--- config.mk ---
export PLATFORM = sky130hd
export DESIGN_NAME = ntt_coeff_loader_flat
export DESIGN_NICKNAME = d
export VERILOG_FILES = /design/src/rtl/ntt_coeff_loader_if.sv /design/src/rtl/ntt_coeff_loader.sv /design/src/flat_wrapper.sv
export SDC_FILE = /design/constraint.sdc
export NUM_CORES = 1
export LEC_CHECK = 0
export ABC_AREA = 0
export BUFFER_PORTS_ARGS = -buffer_cell sky130_fd_sc_hd__buf_2
export CELL_PAD_IN_SITES_DETAIL_PLACEMENT = 1
export CELL_PAD_IN_SITES_GLOBAL_PLACEMENT = 1
export CORE_MARGIN = 1
export CORE_UTILIZATION = 35
export DETAILED_ROUTE_END_ITERATION = 16
export GPL_ROUTABILITY_DRIVEN = 0
export PLACE_DENSITY = 0.77
export SLEW_MARGIN = 5
export SYNTH_ARGS = -nofsm -noshare
export SYNTH_HDL_FRONTEND = slang
export SYNTH_SLANG_ARGS = --single-unit
--- constraint.sdc ---
create_clock -name clk -period 1.5 [get_ports clk]
set_input_delay 0.3 -clock clk [delete_from_list [all_inputs] [get_ports clk]]
set_output_delay 0.3 -clock clk [all_outputs]
set_load 0.02 [all_outputs]
--- src/rtl/ntt_coeff_loader_if.sv ---
// Coefficient stream into the NTT loader.
// A beat transfers on a rising clk edge where s_valid && s_ready are both high.
// While s_ready is low, the source holds s_valid and s_data stable.
interface ntt_coeff_loader_if #(
  parameter int DWIDTH = 12
);
  logic              s_valid;
  logic [DWIDTH-1:0] s_data;
  logic              s_ready;

  modport master (output s_valid, output s_data, input s_ready);
  modport slave  (input s_valid, input s_data, output s_ready);
endinterface

--- src/rtl/ntt_coeff_loader.sv ---
// Streams N raw coefficients, reduces each into [0, Q) and writes them into the
// NTT core RAM in natural or bit-reversed order. It then kicks the core and waits for done.
module ntt_coeff_loader #(
  parameter int N          = 256,
  parameter int ADDR_WIDTH = 8,
  parameter int DWIDTH     = 12,
  parameter int Q          = 3329,
  parameter int BITREV     = 0
) (
  input  logic                  clk,
  input  logic                  rst,
  ntt_coeff_loader_if.slave     s,
  output logic                  ntt_ext_we,
  output logic [ADDR_WIDTH-1:0] ntt_ext_addr,
  output logic [DWIDTH-1:0]     ntt_ext_data,
  output logic                  ntt_start,
  input  logic                  ntt_done,
  output logic                  busy,
  output logic                  load_done,
  output logic [ADDR_WIDTH:0]   reduce_cnt,
  output logic [2:0]            dbg_state
);

  typedef enum logic [2:0] {
    LOAD  = 3'd0,
    FLUSH = 3'd1,
    KICK  = 3'd2,
    WAIT  = 3'd3,
    FIN   = 3'd4
  } state_t;

  localparam logic [ADDR_WIDTH-1:0] LAST_IDX = ADDR_WIDTH'(N - 1);
  localparam logic [DWIDTH-1:0]     Q_W      = DWIDTH'(Q);
  localparam logic [ADDR_WIDTH-1:0] CNT_ONE  = ADDR_WIDTH'(1);
  localparam logic [ADDR_WIDTH:0]   RED_ONE  = (ADDR_WIDTH + 1)'(1);

  state_t                  state, state_next;
  logic [ADDR_WIDTH-1:0]   cnt;
  logic [ADDR_WIDTH-1:0]   waddr;
  logic                    busy_r;
  logic                    ready;
  logic                    accept;
  logic                    red_sub;
  logic [DWIDTH-1:0]       red_data;

  function automatic logic [ADDR_WIDTH-1:0] bitrev(input logic [ADDR_WIDTH-1:0] a);
    logic [ADDR_WIDTH-1:0] r;
    for (int i = 0; i < ADDR_WIDTH; i++) r[i] = a[ADDR_WIDTH-1-i];
    return r;
  endfunction

  // Ready is masked during reset so nothing is claimed on a cycle that is discarded.
  assign ready     = (state == LOAD) && !rst;
  assign accept    = s.s_valid && ready;
  assign s.s_ready = ready;

  // Raw data is below 2Q, so one conditional subtract fully reduces it.
  assign red_sub  = (s.s_data >= Q_W);
  assign red_data = red_sub ? (s.s_data - Q_W) : s.s_data;
  assign waddr    = (BITREV != 0) ? bitrev(cnt) : cnt;

  always_comb begin
    state_next = state;
    ntt_start  = 1'b0;
    load_done  = 1'b0;
    case (state)
      LOAD:    if (accept && (cnt == LAST_IDX)) state_next = FLUSH;
      FLUSH:   state_next = KICK;
      KICK: begin
        ntt_start  = 1'b1;
        state_next = WAIT;
      end
      WAIT:    if (ntt_done) state_next = FIN;
      FIN: begin
        load_done  = 1'b1;
        state_next = LOAD;
      end
      default: state_next = LOAD;
    endcase
  end

  always_ff @(posedge clk) begin
    if (rst) begin
      state        <= LOAD;
      cnt          <= '0;
      reduce_cnt   <= '0;
      busy_r       <= 1'b0;
      ntt_ext_we   <= 1'b0;
      ntt_ext_addr <= '0;
      ntt_ext_data <= '0;
    end else begin
      state      <= state_next;
      ntt_ext_we <= accept;
      if (accept) begin
        ntt_ext_addr <= waddr;
        ntt_ext_data <= red_data;
        cnt          <= cnt + CNT_ONE;
        busy_r       <= 1'b1;
        if (red_sub) reduce_cnt <= reduce_cnt + RED_ONE;
      end
      if (state == FIN) begin
        cnt        <= '0;
        reduce_cnt <= '0;
        busy_r     <= 1'b0;
      end
    end
  end

  // busy drops in the same cycle that load_done pulses.
  assign busy      = busy_r && (state != FIN);
  assign dbg_state = state;

endmodule
--- src/flat_wrapper.sv ---
// flat-port wrapper written by rule: the top's interface ports become plain ports
module ntt_coeff_loader_flat 
#(
  parameter int N          = 256,
  parameter int ADDR_WIDTH = 8,
  parameter int DWIDTH     = 12,
  parameter int Q          = 3329,
  parameter int BITREV     = 0
)
  (clk, rst, ntt_ext_we, ntt_ext_addr, ntt_ext_data, ntt_start, ntt_done, busy, load_done, reduce_cnt, dbg_state, s_s_valid, s_s_data, s_s_ready);
  ntt_coeff_loader_if #(.DWIDTH(DWIDTH)) s_i ();
  input  logic clk;
  input  logic rst;
  output logic ntt_ext_we;
  output logic [ADDR_WIDTH-1:0] ntt_ext_addr;
  output logic [DWIDTH-1:0] ntt_ext_data;
  output logic ntt_start;
  input  logic ntt_done;
  output logic busy;
  output logic load_done;
  output logic [ADDR_WIDTH:0] reduce_cnt;
  output logic [2:0] dbg_state;
  input wire logic [$bits(s_i.s_valid)-1:0] s_s_valid;
  input wire logic [$bits(s_i.s_data)-1:0] s_s_data;
  output wire logic [$bits(s_i.s_ready)-1:0] s_s_ready;
  assign s_i.s_valid = s_s_valid;
  assign s_i.s_data = s_s_data;
  assign s_s_ready = s_i.s_ready;
  ntt_coeff_loader #(.N(N), .ADDR_WIDTH(ADDR_WIDTH), .DWIDTH(DWIDTH), .Q(Q), .BITREV(BITREV)) u_core (.clk(clk), .rst(rst), .s(s_i), .ntt_ext_we(ntt_ext_we), .ntt_ext_addr(ntt_ext_addr), .ntt_ext_data(ntt_ext_data), .ntt_start(ntt_start), .ntt_done(ntt_done), .busy(busy), .load_done(load_done), .reduce_cnt(reduce_cnt), .dbg_state(dbg_state));
endmodule
Word-level counts from Yosys, hierarchy flattened
Cells that the tools add are included.
{"block": "op_classes", "n_mux": 6, "reduce_logical": 9, "n_shift": 0, "n_addsub": 3, "n_eq_ne": 8, "bitwise": 0, "multipliers": 0, "div_mod_pow": 0, "n_lt_le_gt_ge": 1}
{"op": "$ge 12x12->1 const B", "count": 1}
{"op": "$mux 12", "count": 1}
{"op": "$pmux 3 s4", "count": 1}
{"op": "$sub 12x12->12 const B", "count": 1}
{"op": "$add 9x1->9 const B", "count": 1}
{"op": "$add 8x1->8 const B", "count": 1}
{"op": "$eq 8x8->1 const B", "count": 1}
{"op": "$eq 3x2->1 const B", "count": 2}
{"op": "$mux 3", "count": 2}
{"op": "$logic_and 1x1->1", "count": 4}
{"op": "$ne 2x2->1 const B", "count": 2}
{"op": "$reduce_and 2->1", "count": 2}
{"op": "$eq 3x1->1 const B", "count": 1}
{"op": "$eq 3x3->1 const B", "count": 1}
{"op": "$logic_not 3->1", "count": 1}
{"op": "$ne 3x3->1 const B", "count": 1}
{"op": "$mux 1", "count": 2}
{"op": "$reduce_or 2->1", "count": 1}
{"op": "$logic_not 1->1", "count": 1}
{"block": "totals", "word_cells": 34, "out_inout_bits": 37, "mem_bits_rw": 0, "n_memories": 0, "inputBits": 16, "rom_bits": 0, "latch_bits": 0, "register_bits": 42}

Logic depth before layout (Yosys ltp)
Gate-level depths: netlist of run 1.
{"block": "logic_depth", "word_depth": 6, "mapped_depth": 9, "depth_no_buf": 7}

Worst setup path after synthesis of run 1
OpenSTA, ideal clock, no wires.
{"block": "synth_timing", "path_type": "reg-to-reg", "start": "register u_core.state[0], in the netlist u_core.dbg_state[0]", "end": "register u_core.reduce_cnt[7]", "period_less_slack_ns": 1.812, "n_path_buf": 0, "required_ns": 1.372, "t_arrival_ns": 1.685, "setup_slack_ns": -0.312, "setup_ns": 0.128, "path_stages_with_launch": 6, "path_cell_list": "dfxtp_1 nor4_4 nand3_2 nor4_2 xnor2_1 nor2_1"}
{"block": "synth_via", "elab_chain_cells": 4, "word_cells_on_any_way": 6, "classes_between": "eq/ne: 1; reduce/logical: 5"}
{"element": "start, declared", "line_no": "ntt_coeff_loader.sv:37", "source": "state_t state, state_next;"}
{"element": "start signal, assigned", "line_no": "ntt_coeff_loader.sv:92", "source": "state <= state_next;"}
{"element": "$logic_not 3->1", "line_no": "ntt_coeff_loader.sv:53", "source": "assign ready = (state == LOAD) && !rst;"}
{"element": "$logic_and 1x1->1", "line_no": "ntt_coeff_loader.sv:53"}
{"element": "named net s_s_ready", "line_no": "flat_wrapper.sv:25", "source": "output wire logic [$bits(s_i.s_ready)-1:0] s_s_ready;"}
{"element": "$logic_and 1x1->1", "line_no": "ntt_coeff_loader.sv:54", "source": "assign accept = s.s_valid && ready;"}
{"element": "$reduce_and 2->1 (no line)"}
{"element": "end signal, assigned", "line_no": "ntt_coeff_loader.sv:99", "source": "if (red_sub) reduce_cnt <= reduce_cnt + RED_ONE;"}
{"element": "end, declared", "line_no": "ntt_coeff_loader.sv:20", "source": "output logic [ADDR_WIDTH:0] reduce_cnt,"}
The timed path passes the listed nets, and every way through them passes these cells.
A chain may end at the register's enable or synchronous reset.

Worst setup path in the final report of run 1
{"block": "layout_timing", "start": "register u_core.state[1], in the netlist u_core.dbg_state[1]", "end": "register u_core.reduce_cnt[3]"}
{"block": "layout_via", "elab_chain_cells": 4, "word_cells_on_any_way": 6, "classes_between": "eq/ne: 1; reduce/logical: 5"}
{"element": "$logic_not 3->1", "line_no": "ntt_coeff_loader.sv:53"}
{"element": "$logic_and 1x1->1", "line_no": "ntt_coeff_loader.sv:53"}
{"element": "$logic_and 1x1->1", "line_no": "ntt_coeff_loader.sv:54"}
{"element": "$reduce_and 2->1 (no line)"}
Several ways; a longest one is shown, not always the timed one.

==> flow_metrics.py, run 1 <==
metrics = {
    "final_layout": {
        "fillers": 686,
        "regArea_um2": 850,
        "num_antenna_cells": 0,
        "fin_nets": 334,
        "final_layout_size_suffix_gt1_share_pct": 42.2,
        "layout_common_cells": "buf_2 (48), dfxtp_1 (39), buf_4 (35), nand2_1 (22), nor2_1 (21)",
        "multi_input_area_um2": 1220,
        "syn_to_final_growth_pct": 43.0,
        "final_area_um2": 2900,
        "final_util_pct": 52.3,
        "final_common_cell": "buf_2",
        "finalNonFillerCells": 387,
    },
    "status": {
        "violations": "setup timing",
        "status": "complete, but fails checks",
    },
    "clocking": {
        "cts.clk_slew.worst_paths_ns": 0.10,
        "h-tree-depth": 2,
        "clkSinkCount": 42,
        "clockBufferDepth": 2,
        "cts_buffers": 5,
        "cts_tree": "built",
        "clock_latency_ns": 0.30,
        "cts_root_buf": "clkbuf_8",
        "cts_hold_buf": 0,
    },
    "yosys": {
        "yosysUniqueCellTypes": 43,
        "yosys_warnings": 0,
        "ys.flop_type": "dfxtp_1",
        "syn_area_per_cell_um2": 8.88,
        "synth_cells": 228,
        "synth_fp_nets": 248,
        "synth_edf_count": 0,
        "async_flop_share_pct": 0,
        "seq_area_frac_synth_pct": 41.5,
        "synth_seq_cells": 42,
        "synth_area_um2": 2020,
    },
    "critical_path": {
        "reg2regPathDepth": 6,
        "cpPeakStageDelay_ns": 0.37,
        "cp.required_ns": 1.68,
        "startpoint_type": "register",
        "crit_path_top_delay_cell": "dfxtp_4",
        "crit_chain": "nor4_4 > buf_4 > nand3_4 > nor4b_4 > xnor2_1 > nor2_1",
        "cp_max_fo": 7,
        "worst_setup_path_end_kind": "register",
        "worstReg2RegEnd": "u_core.reduce_cnt[3]",
        "arrival_ns": 1.80,
        "startpoint": "u_core.dbg_state[1]",
        "crit_type": "reg2reg",
        "r2r-start": "u_core.dbg_state[1]",
        "r2r_slack_ns": -0.12,
    },
    "place": {
        "dpl.hpwl_um": 4010,
        "io_buffers": 52,
        "placed_area_um2": 2560,
        "dp_cells": 370,
        "pre_cts_ws_ns": -0.292,
    },
    "pwr": {
        "power_mw": 2.30,
        "powerDensity_nw_per_um2": 794,
        "switching_share_pct": 28.6,
        "clockPowerShare_pct": 33.9,
        "p_int_mw": 1.64,
        "vdd_drop_max_mv": 0.574,
        "power.switching_uw": 657,
        "p_leak_nw": 1.22,
        "pwr-share-seq_pct": 50.8,
        "pwr-share-comb_pct": 15.3,
    },
    "die": {
        "fp.dieW_um": 78.1,
        "num_rows": 27,
        "die_h_um": 78.1,
        "coreArea_um2": 5540,
        "pin_count": 53,
        "start_util_pct": 36.5,
        "die-area_um2": 6090,
    },
    "sta": {
        "relSlewSlack_pct": 74.9,
        "hold_ws_ns": 0.282,
        "setup_viol": 18,
        "tightestPinTransition_ns": 0.376,
        "fin_setup_tns_ns": -1.00,
        "fin_crit_sh_pct": 108,
        "min_period_ns": 1.62,
        "worst_clock_skew_ns": 0.0120,
        "fmax_mhz": 616,
        "final-hold-violation-count": 0,
        "layout_setup_ws_ns": -0.123,
        "drv_slew": 0,
        "rsz0062_at_grt": "yes",
    },
    "global_routing": {
        "grt_pass1_vias": 2011,
        "grt_max_degree": 25,
        "grt_pass1_wl_um": 9560,
        "grt-ovfl-total": 0,
        "grt_antenna_before_repair": 0,
        "grtUsageTotal_pct": 20.0,
    },
    "drt": {
        "drtAntennaViolNets": 0,
        "drtPass1Iterations": 4,
        "avgViaCountPerCell": 5.01,
        "vias": 1938,
        "wl_per_cell_um": 14.9,
        "route.detailed.drc": 0,
        "finalWirelength_um": 5760,
        "dr.first_iter.drc_count": 86,
    },
    "min_path": {
        "hold_path_depth": 3,
        "hold_path.class": "in2reg",
        "hold_start": "ntt_done",
        "whs_endpoint": "u_core.dbg_state[2]",
    },
    "job": {
        "cap_violations": 0,
    },
}
[registers in the layout (all words and copies together), names as in the netlist]
signal,count
u_core.dbg_state,3
u_core.ntt_ext_data,12
u_core.ntt_ext_addr,8
u_core.ntt_ext_we,1
u_core.cnt,8
u_core.busy_r,1
u_core.reduce_cnt,9
[power groups by stage]
| stage | clock, mW | sequential, mW | combinational, mW |
|---|---|---|---|
| after floorplan | 0 | 1.23 | 0.143 |
| after global placement | 0 | 1.19 | 0.314 |
| after detailed placement | 0 | 1.19 | 0.321 |
| after CTS | 0.790 | 1.17 | 0.331 |
| after global routing | 0.849 | 1.17 | 0.385 |
| final | 0.779 | 1.17 | 0.353 |
[Yosys cell counts, types with 5 or more instances]
| master | count | share of area [%] |
|---|---|---|
| dfxtp_1 | 42 | 42 |
| nand2_1 | 24 | 4.5 |
| nor2_1 | 24 | 4.5 |
| nand3b_1 | 16 | 5.9 |
| xnor2_1 | 15 | 6.5 |
| nand3_1 | 12 | 3.0 |
| a21oi_1 | 9 | 2.2 |
| clkbuf_1 | 7 | 1.3 |
| o21ai_0 | 7 | 1.7 |
| xor2_1 | 6 | 2.6 |
| o21ai_1 | 5 | 1.2 |
[layer usage]
layer	GRT usage [%]	routed length (um)
met2	35.9	2920
met3	4.77	165
met1	23.4	2600
met4	5.93	76
met5	0	0
[critical path: cells and delay by family (launching register included)]
family / cells / cell delay [ns]
xor gates and xnor gates: 1 / 0.15
and+or+nand+nor: 4 / 0.78
DFF: 1 / 0.37
buffers and inverters: 1 / 0.18
[worst max path at each step]
stage	to	slack, ns	cells after the start
after global placement	u_core.reduce_cnt[7]	-0.26	6
after detailed placement	u_core.reduce_cnt[6]	-0.29	9
after CTS	u_core.reduce_cnt[3]	-0.1	6
final	u_core.reduce_cnt[3]	-0.12	6
after floorplan	u_core.reduce_cnt[7]	-0.23	5
after global routing	u_core.reduce_cnt[3]	-0.23	6
[what timing repair did]
| item | in CTS | in global routing |
|---|---|---|
| pin swaps | 6 | 16 |
| buffers inserted | 4 | 5 |
| gates resized for setup | 15 | 26 |
| setup endpoints to repair | 18 | 39 |
[layout make-up]
cell class / instances / area share (%)
inverters: 5 / 0.821
clock inverters: 3 / 0.864
clock buffers: 5 / 2.38
multi-input cells: 168 / 42.3
well taps: 72 / 3.11
flip-flops and latches: 42 / 29.3
repair buffers: 92 / 21.2
[cell families after synthesis]
family / share of synthesized area (%)
flip-flops: 41.5
XOR/XNOR: 9.09
adder cells (fa/ha/maj): 2.47
AO/OA/AOI/OAI: 9.02
multiplexers: 0.556
AND/OR/NAND/NOR: 33.0
buffers and inverters: 4.33
Note: power is estimated with default switching activity, not from simulation.
==> inputs of run 2 (changes only) <==
--- a/config.mk
+++ b/config.mk
@@ -10,10 +10,10 @@
 export CELL_PAD_IN_SITES_DETAIL_PLACEMENT = 1
 export CELL_PAD_IN_SITES_GLOBAL_PLACEMENT = 1
 export CORE_MARGIN = 1
-export CORE_UTILIZATION = 35
+export CORE_UTILIZATION = 38
 export DETAILED_ROUTE_END_ITERATION = 16
 export GPL_ROUTABILITY_DRIVEN = 0
-export PLACE_DENSITY = 0.77
+export PLACE_DENSITY = 0.8
 export SLEW_MARGIN = 5
 export SYNTH_ARGS = -nofsm -noshare
 export SYNTH_HDL_FRONTEND = slang
==> constraint.sdc (replaced) <==
create_clock -name clk -period 2.1 [get_ports clk]
set_input_delay 0.42 -clock clk [delete_from_list [all_inputs] [get_ports clk]]
set_output_delay 0.42 -clock clk [all_outputs]
set_load 0.02 [all_outputs]
==> run 2 against run 1 <==
  * The run now ends clean
  * Core utilization fell by 4.5 points
  * Largest power group unchanged
  * Cell area fell by 16%
  * Cell count fell by 9.8%
  * Via count fell by 8.2%
  * Worst setup slack improved by 0.47 ns
==> flow_metrics.py, run 2 (same netlist as run 1, synthesis figures left out) <==
metrics = {
    "pwr": {
        "clockPowerShare_pct": 34.8,
        "p_int_mw": 1.16,
        "p_leak_nw": 1.03,
        "pwr-share-seq_pct": 53.3,
        "pwr-share-comb_pct": 12.0,
        "vdd_drop_max_mv": 0.299,
        "power.switching_uw": 416,
        "powerDensity_nw_per_um2": 645,
        "switching_share_pct": 26.4,
    },
    "sta": {
        "fmax_mhz": 570,
        "rsz0062_at_grt": "no",
        "relSlewSlack_pct": 57.8,
        "fin_crit_sh_pct": 83.5,
        "worst_clock_skew_ns": 0.0117,
        "final-hold-violation-count": 0,
        "drv_slew": 0,
        "tightestPinTransition_ns": 0.631,
        "setup_viol": 0,
        "fin_setup_tns_ns": 0,
        "min_period_ns": 1.75,
    },
    "critical_path": {
        "cp_top_family": "simple AND/OR/NAND/NOR gates",
        "cpPeakStageDelay_ns": 0.43,
        "crit_chain": "nor4_4 > buf_2",
        "worst_setup_path_end_kind": "output pin",
        "startpoint_type": "register",
        "cp_max_fo": 6,
        "cp.required_ns": 1.68,
        "crit_path_top_delay_cell": "nor4_4",
        "arrival_ns": 1.33,
        "path_buf_inv": 1,
        "crit_type": "reg2out",
    },
    "clocking": {
        "clkSinkCount": 42,
        "cts_buffers": 5,
        "h-tree-depth": 2,
        "clockBufferDepth": 2,
        "clock_latency_ns": 0.30,
        "cts.clk_slew.worst_paths_ns": 0.08,
        "cts_resized": 0,
        "cts_hold_buf": 0,
        "cts_tree": "built",
        "cts_root_buf": "clkbuf_8",
        "postCtsSetupBuffers": 0,
    },
    "drt": {
        "dr.first_iter.drc_count": 33,
        "vias": 1779,
        "drtAntennaViolNets": 0,
        "wl_per_cell_um": 14.3,
        "drtPass1Iterations": 4,
        "route.detailed.drc": 0,
        "finalWirelength_um": 5010,
        "avgViaCountPerCell": 5.10,
    },
    "global_routing": {
        "grtUsageTotal_pct": 19.0,
        "grt-ovfl-total": 0,
        "grt_pass1_wl_um": 8140,
        "grt_max_degree": 30,
        "grt_pass1_vias": 1717,
        "grt_antenna_before_repair": 0,
    },
    "final_layout": {
        "fin_nets": 298,
        "num_antenna_cells": 0,
        "final_area_um2": 2440,
        "final_layout_size_suffix_gt1_share_pct": 27.2,
        "syn_to_final_growth_pct": 20.4,
        "reg.largest.list": "u_core.ntt_ext_data x12, u_core.reduce_cnt x9",
        "largest_reg_flops": 12,
        "final_common_cell": "buf_2",
        "largest_register": "u_core.ntt_ext_data",
        "layout_common_cells": "buf_2 (52), dfxtp_1 (42), nor2_1 (24), nand2_1 (24), nand3b_1 (16)",
    },
    "die": {
        "pin_count": 53,
        "die-area_um2": 5620,
        "start_util_pct": 39.6,
        "die_h_um": 75.0,
        "coreArea_um2": 5110,
        "num_rows": 26,
        "fp.dieW_um": 75.0,
    },
    "place": {
        "io_buffers": 52,
        "placed_area_um2": 2350,
        "dpl.hpwl_um": 3610,
    },
    "status": {
        "status": "complete, no violations",
    },
    "min_path": {
        "hold_path.class": "in2reg",
    },
    "job": {
        "cap_violations": 0,
    },
}
## run 2: changes by cell type in the layout (fill, tap and decap cells not counted), sizes merged
| cell | previous run | this run |
|---|---|---|
| clkbuf | 5 | 7 |
| clkinvlp | 1 | 0 |
| clkinv | 2 | 1 |
| buf | 92 | 56 |
## run 2: path summary, 6_finish.rpt
check                         start                endpoint  slack (ns)  cells past startpoint
min                        ntt_done     u_core.dbg_state[2]        0.41                      3
max             u_core.dbg_state[0]               s_s_ready        0.35                      2
min reg2reg  u_core.ntt_ext_addr[4]  u_core.ntt_ext_addr[4]        0.46                      2
max reg2reg     u_core.dbg_state[0]           u_core.cnt[3]        0.38                      6
## run 2: metal layers
layer,global-route usage (%),share of wire [%],vias to the layer above
met5,0,0,-
met1,23.3,45,846
li1,-,-,890
met4,4.61,0.88,0
met3,4.02,4.1,5
met2,34.0,50,38
## run 2: layout make-up
cell class              instances  area (um2)
fillers                       636        2670
inverters                       5        18.8
well taps                      70        87.6
flip-flops and latches         42         841
clock buffers                   7        86.3
repair buffers                 56         303
clock inverters                 1        5.00
multi-input cells             168        1100
## run 2: power by group through the flow
stage,combinational (mW),sequential (mW),clock (mW)
2_1_floorplan,0.0927,0.881,0
3_3_place_gp,0.185,0.856,0
3_5_place_dp,0.189,0.856,0
4_1_cts,0.191,0.838,0.564
5_1_grt,0.208,0.842,0.595
6_report,0.188,0.837,0.547
## run 2: worst reg2reg max path, cell delays in order, from the launching register on
cell     delay [ns]
dfxtp_1        0.37
nor4_4         0.43
nand2_2        0.15
inv_2          0.28
nand4_1        0.15
xor2_1         0.16
nor2_1         0.05
## run 2: through the flow
step	util (%)	std cells	hold slack (ns)	power (mW)	setup WS (ns)
floorplan	-	228	0.432	0.974	0.288
global placement	45.9	341	0.444	1.04	0.196
detailed placement	45.9	341	0.455	1.05	0.119
CTS	47.7	349	0.402	1.59	0.331
global route	47.7	349	0.426	1.64	0.237
finish	47.7	349	0.409	1.57	0.346
